## config.mk

```make
export PLATFORM = sky130hd
export DESIGN_NAME = desenha_objetos_multi
export DESIGN_NICKNAME = d
export VERILOG_FILES = /design/src/rtl/desenha_objetos_multi.sv
export SDC_FILE = /design/constraint.sdc
export NUM_CORES = 1
export LEC_CHECK = 0
export CORE_MARGIN = 2
export CORE_UTILIZATION = 32
export CTS_CLUSTER_SIZE = 14
export DETAILED_ROUTE_END_ITERATION = 8
export PLACE_DENSITY_LB_ADDON = 0.08
export SYNTH_ARGS = -nofsm -noshare
export SYNTH_HDL_FRONTEND = slang
export SYNTH_SLANG_ARGS = --single-unit
```

## constraint.sdc

```tcl
create_clock -name VGA_clk -period 5.55 [get_ports VGA_clk]
set_input_delay 0.555 -clock VGA_clk [delete_from_list [all_inputs] [get_ports VGA_clk]]
set_output_delay 0.555 -clock VGA_clk [all_outputs]
set_load 0.01 [all_outputs]
```

## src/rtl/desenha_objetos_multi.sv

```systemverilog
// desenha_objetos_multi
//   Renders up to N_OBJ rectangles against the VGA scan counters. Each object
//   has position, size, colour and enable. Updates land in shadow registers
//   through a valid/ready port and are copied to the active set on
//   frame_start, so a frame never shows a half-updated object.
//   Output is a 2-stage registered pipeline: one pixel per cycle, latency 2.
//
// Ports
//   VGA_clk     pixel clock, rising edge
//   reset       synchronous, active-high
//   xCount      current scan column  (XW bits)
//   yCount      current scan row     (YW bits)
//   frame_start one-cycle pulse, commits shadow -> active
//   wr_valid / wr_ready   write handshake (wr_ready low while frame_start=1)
//   wr_obj      target object index; indices >= N_OBJ are accepted and dropped
//   wr_x, wr_y, wr_w, wr_h, wr_color, wr_en_obj   object fields
//   desenho     some enabled object covers the pixel
//   obj_id      winning object (lowest index), 0 when desenho=0
//   color       winning object colour, BG_COLOR when desenho=0
//
// Build option
//   COLLISION_EN : adds output `collision`, a per-frame flag that is set when
//                  two or more objects overlapped on any pixel of the previous
//                  frame.
module desenha_objetos_multi #(
   parameter int N_OBJ = 4,
   parameter int XW = 10,
   parameter int YW = 9,
   parameter int SW = 7,
   parameter int CW = 8,
   parameter logic [CW-1:0] BG_COLOR = '0,
   localparam int OW = (N_OBJ > 1) ? $clog2(N_OBJ) : 1
) (
   input  logic          VGA_clk,
   input  logic          reset,
   input  logic [XW-1:0] xCount,
   input  logic [YW-1:0] yCount,
   input  logic          frame_start,
   input  logic          wr_valid,
   output logic          wr_ready,
   input  logic [OW-1:0] wr_obj,
   input  logic [XW-1:0] wr_x,
   input  logic [YW-1:0] wr_y,
   input  logic [SW-1:0] wr_w,
   input  logic [SW-1:0] wr_h,
   input  logic [CW-1:0] wr_color,
   input  logic          wr_en_obj,
   output logic          desenho,
   output logic [OW-1:0] obj_id,
   output logic [CW-1:0] color
`ifdef COLLISION_EN
   ,
   output logic          collision
`endif
);

   logic             ready_q;

   logic [XW-1:0]    sh_x   [N_OBJ];
   logic [YW-1:0]    sh_y   [N_OBJ];
   logic [SW-1:0]    sh_w   [N_OBJ];
   logic [SW-1:0]    sh_h   [N_OBJ];
   logic [CW-1:0]    sh_c   [N_OBJ];
   logic [N_OBJ-1:0] sh_en;

   logic [XW-1:0]    act_x  [N_OBJ];
   logic [YW-1:0]    act_y  [N_OBJ];
   logic [SW-1:0]    act_w  [N_OBJ];
   logic [SW-1:0]    act_h  [N_OBJ];
   logic [CW-1:0]    act_c  [N_OBJ];
   logic [N_OBJ-1:0] act_en;

   logic [N_OBJ-1:0] hit_c;
   logic [N_OBJ-1:0] hit_p1;
   logic [CW-1:0]    color_p1 [N_OBJ];
   logic             vld_p1;

   logic             win_hit;
   logic [OW-1:0]    win_id;
   logic [CW-1:0]    win_color;

   // Writes are refused during the commit cycle so they land in the next
   // frame's shadow instead of racing the copy.
   assign wr_ready = ready_q & ~frame_start;

   // Shadow / active register file
   always_ff @(posedge VGA_clk) begin
      if (reset) begin
         ready_q <= 1'b0;
         sh_en   <= '0;
         act_en  <= '0;
         for (int i = 0; i < N_OBJ; i++) begin
            sh_x[i]  <= '0;
            sh_y[i]  <= '0;
            sh_w[i]  <= '0;
            sh_h[i]  <= '0;
            sh_c[i]  <= '0;
            act_x[i] <= '0;
            act_y[i] <= '0;
            act_w[i] <= '0;
            act_h[i] <= '0;
            act_c[i] <= '0;
         end
      end else begin
         ready_q <= 1'b1;
         for (int i = 0; i < N_OBJ; i++) begin
            // Out-of-range indices match no entry and are silently dropped.
            if (wr_valid && wr_ready && (wr_obj == OW'(i))) begin
               sh_x[i]  <= wr_x;
               sh_y[i]  <= wr_y;
               sh_w[i]  <= wr_w;
               sh_h[i]  <= wr_h;
               sh_c[i]  <= wr_color;
               sh_en[i] <= wr_en_obj;
            end
            if (frame_start) begin
               act_x[i]  <= sh_x[i];
               act_y[i]  <= sh_y[i];
               act_w[i]  <= sh_w[i];
               act_h[i]  <= sh_h[i];
               act_c[i]  <= sh_c[i];
               act_en[i] <= sh_en[i];
            end
         end
      end
   end

   // Per-object hit test. Right/bottom edges are formed one bit wider than
   // the counters so objects running off the screen clip instead of wrapping;
   // a zero width or height makes the interval empty.
   always_comb begin
      hit_c = '0;
      for (int i = 0; i < N_OBJ; i++) begin
         hit_c[i] = act_en[i]
            && ({1'b0, xCount} >= {1'b0, act_x[i]})
            && ({1'b0, xCount} <  ({1'b0, act_x[i]} + (XW+1)'(act_w[i])))
            && ({1'b0, yCount} >= {1'b0, act_y[i]})
            && ({1'b0, yCount} <  ({1'b0, act_y[i]} + (YW+1)'(act_h[i])));
      end
   end

   // ---- stage 1: hit vector and colour snapshot ----
   always_ff @(posedge VGA_clk) begin
      if (reset) begin
         vld_p1 <= 1'b0;
         hit_p1 <= '0;
         for (int i = 0; i < N_OBJ; i++) color_p1[i] <= '0;
      end else begin
         vld_p1 <= 1'b1;
         hit_p1 <= hit_c;
         for (int i = 0; i < N_OBJ; i++) color_p1[i] <= act_c[i];
      end
   end

   // Fixed priority: scanning downward leaves the lowest hit index in place.
   always_comb begin
      win_hit   = 1'b0;
      win_id    = '0;
      win_color = BG_COLOR;
      for (int i = N_OBJ - 1; i >= 0; i--) begin
         if (hit_p1[i]) begin
            win_hit   = 1'b1;
            win_id    = OW'(i);
            win_color = color_p1[i];
         end
      end
   end

   // ---- stage 2: registered outputs ----
   always_ff @(posedge VGA_clk) begin
      if (reset || !vld_p1) begin
         desenho <= 1'b0;
         obj_id  <= '0;
         color   <= BG_COLOR;
      end else begin
         desenho <= win_hit;
         obj_id  <= win_id;
         color   <= win_color;
      end
   end

`ifdef COLLISION_EN
   logic multi_p1;
   logic seen_hit;
   logic coll_flag;

   always_comb begin
      multi_p1 = 1'b0;
      seen_hit = 1'b0;
      for (int i = 0; i < N_OBJ; i++) begin
         if (hit_p1[i]) begin
            if (seen_hit) multi_p1 = 1'b1;
            seen_hit = 1'b1;
         end
      end
   end

   // Sticky flag accumulates over a frame and is published on frame_start.
   always_ff @(posedge VGA_clk) begin
      if (reset) begin
         coll_flag <= 1'b0;
         collision <= 1'b0;
      end else if (frame_start) begin
         collision <= coll_flag;
         coll_flag <= 1'b0;
      end else if (multi_p1) begin
         coll_flag <= 1'b1;
      end
   end
`endif

endmodule

```

==> impl_metrics.yaml <==
status:
  run_status: "finished, final reports clean"
yosys:
  combinational_family_with_the_most_area_after_synthesis: "simple AND/OR/NAND/NOR gates"
  synth-seq-area-share: 0.5569
  synth_compound_area_frac: 0.07546
  synthDominantAreaCellType: "edfxtp_1"
  async_reset_ff_frac: 0
  synth_warnings: 0
  synthesis.instances: 1629
  leading_post_synthesis_cells_by_cell_area: "edfxtp_1 (50%), ha_1 (13%), and2_1 (10%)"
  synthesis.nets: 1904
  mux_cell_area_share_after_synthesis: 0.002541
  number_of_distinct_standard_cells_referenced_by_the_synthesized_netlist: 60
  post_synth_instance_area_um2: 19700
  syn-mean-instance-area_um2: 12.09
  ys.flop_type: "edfxtp_1"
  synth_adder_area_share: 0.1352
  share_of_the_synthesized_netlist_area_taken_by_xor_and_xnor_gates: 0.02312
  synth_top_cell_area_share: 0.5000
  synth_enable_flop_cells: 328
  synth_simple_gate_area_share: 0.1770
  yosys_reg_bits: 384
run:
  maxCapViolCount: 0
timing:
  layout_worst_path_cycle_share: 0.6167
  least_margin_pin_slew_ns: 1.178
  finalHoldWorstSlack_ns: 0.4446
  setup-violations-final: 0
  setup_repair_after_global_routing_missed_its_margin: "false"
  endpoints_failing_hold: 0
  post-route-min-period_ns: 3.423
  worst_slack_ns: 2.127
  maxSlewHeadroom: 0.2118
  finalSetupTns_ns: 0
  slew_viol_final: 0
  worst_clock_skew_ns: 0.02503
  timing.fmax_mhz: 292.2
drt:
  drt-pass1-iter-count: 7
  routed_wl_mm: 48.79
  route.detailed.vias_per_inst: 4.690
  drtIter0Drc: 593
  ant_nets: 0
  num_vias: 11880
  route.detailed.wl_per_inst_um: 19.26
  drcViolationCount: 0
worst_setup_path:
  critical_path.cell_chain: "ha_1 -> fa_1 -> a21oi_1 -> nor2b_1 -> or3_1 -> nand2_1 -> ha_1 -> a21o_1 -> a211oi_1 -> a21oi_1 -> o32ai_1 -> and4_1"
  setup.worst_path.class: "reg2reg"
  max_stage_delay_ns: 0.58
  cp.buffers_inverters: 0
  worstPathArrival_ns: 3.94
  crit_path_top_delay_cell: "o32ai_1"
  cpLargestDelayFamily: "compound AO/OA/AOI/OAI gates"
  timing.critical_path.to_type: "flip-flop"
  cp.required_ns: 6.07
  critical_path_peak_fanout: 3
  timing.critical_path.from_type: "flip-flop"
cts:
  cts_tree: "done"
  number_of_buffers_added_to_fix_hold_violations_after_cts: 0
  clock_root_buffer: "clkbuf_16"
  cts_sinks: 384
  clkTransAtPathRegs_ns: 0.06
  buffers_inserted_by_post_cts_timing_repair: 0
  ctsLongestPathBuffers: 3
  worstSkewPairLatency_ns: 0.59
  cts_buffers: 44
  ctsResizeCount: 0
  htree_num_levels: 2
floorplanning:
  die-area_um2: 63560
  dieHeight_um: 252.1
  num_io_pins: 79
  core-area_um2: 60580
  die_x_um: 252.1
  floorplan.initialDensity: 0.3252
  floorplan.rows: 90
power:
  p_leak_nw: 9.126
  design_power_total_w: 0.006866
  power_density_nw_per_um2: 300.8
  ir_worst_vdd_mv: 0.1951
cells_and_area:
  total_of_fill_cells_in_the_finished_design: 5887
  register_area_um2: 10970
  drive_gt1_frac: 0.05432
  finish.utilization: 0.3768
  num-nets-final: 1992
  multi_input_comb_area_um2: 8200
  synthToLayoutAreaGrowth_pct: 15.87
grt:
  grt-busiest-layer: "met2"
  antenna_found_initial: 7
  grt_start_max_net_pins: 74
  global_route.usage.met1: 0.2231
  gr-usage-met2: 0.2458
  grt_overflow: 0
  groute.usage.overall: 0.1557
  grt_first_pass_wirelength_mm: 74.21
  grt_use_met3: 0.02410
  grt_pass1_vias: 12070
placement:
  detailedPlace.worstSlack_ns: 2.027
  gp_congestion: 0.8089
  numPortBuffers: 78
  hpwl_mm: 33.87
hold_path:
  holdCritPathClass: "reg2reg"
-- layout make-up --
cell class,instances,area share
repair buffers,90,0.03848
inverters,106,0.01743
clock buffers,62,0.05339
flip-flops and latches,384,0.4806
diodes,2,0.0002193
multi-input cells,1091,0.3593
clock inverters,16,0.007729
well taps,782,0.04287
-- sequential cells by signal, indices dropped and copies added (netlist names) --
signal	count
act_x	40
sh_x	40
act_y	36
sh_y	36
act_c	32
color_p1	32
sh_c	32
act_h	28
act_w	28
sh_h	28
sh_w	28
color	8
act_en	4
hit_p1	4
sh_en	4
obj_id	2
desenho	1
vld_p1	1
-- layer usage --
layer,part of all wire,vias to the layer above
li1,-,5983
met1,0.50,5663
met2,0.44,175
met3,0.036,59
met4,0.020,0
met5,0,-
-- cell usage in the layout, fill, tap and decap left out, drive strengths merged, types with 4 or more instances in the layout --
master / count
and2: 328
nor2: 68
nor2b: 61
clkbuf: 62
nand2b: 16
clkdlybuf4s50: 77
o211ai: 6
inv: 108
a21oi: 77
nand4: 17
nand2: 29
xor2: 26
fa: 8
and3: 6
o2bb2ai: 4
a221oi: 12
dfxtp: 56
edfxtp: 328
o21ai: 45
nor3: 22
a211oi: 10
o41ai: 7
xnor2: 26
buf: 13
or3: 4
nand3: 32
a21o: 27
nor4: 5
o2111ai: 11
o21a: 8
clkinv: 11
ha: 200
mux2i: 5
a31oi: 5
-- worst reg2reg max path: stages (launching register included) --
cell	delay (ns)
edfxtp_1	0.39
ha_1	0.24
fa_1	0.40
a21oi_1	0.25
nor2b_1	0.11
or3_1	0.31
nand2_1	0.07
ha_1	0.23
a21o_1	0.17
a211oi_1	0.24
a21oi_1	0.11
o32ai_1	0.58
and4_1	0.27
-- final timing paths --
check               start              to  slack [ns]  cells after the start
max           act_x[2][0]       hit_p1[2]        2.13                     12
min          act_c[0][21]  color_p1[2][5]        0.44                      1
max reg2reg   act_x[2][0]       hit_p1[2]        2.13                     12
min reg2reg  act_c[0][21]  color_p1[2][5]        0.44                      1
-- power by group --
part,internal [W],total [W],switching (W)
logic,0.000288,0.000716,0.000428
clock network,0.00167,0.00285,0.00118
registers,0.00325,0.00330,0.0000484
-- cells in the mapped netlist, drive strengths merged, types with 2 or more instances --
cell     count
and2       328
edfxtp     328
ha         200
inv        106
a21oi       77
nor2        68
nor2b       61
dfxtp       56
o21ai       45
clkbuf      41
nand3       32
nand2       29
a21o        27
xnor2       26
xor2        26
nor3        22
nand4       17
nand2b      16
a221oi      12
o2111ai     11
a211oi      10
fa           8
o21a         8
buf          7
o41ai        7
and3         6
o211ai       6
a31oi        5
mux2i        5
nor4         5
o2bb2ai      4
or3          4
a221o        3
and4         3
o221ai       3
or2          3
nor3b        2
or4b         2
-- logic make-up (layout without fill, tap and decap cells) --
| logic type | after synthesis | count (layout) |
|---|---|---|
| other cells | 0 | 2 |
| fa+ha+maj | 208 | 208 |
| compound gates | 226 | 226 |
| xor+xnor | 52 | 52 |
| buf+inv | 154 | 274 |
| flops | 384 | 384 |
| mux | 5 | 5 |
| simple gates | 600 | 600 |
-- per-stage QoR --
stage,cell area (um^2),std cells
after floorplan,19700,1629
after detailed placement,21430,2453
after CTS,22820,2531
after global routing,22820,2531
after global placement,21430,2453
final,22830,2533
Note: power is estimated with default switching activity, not from simulation.
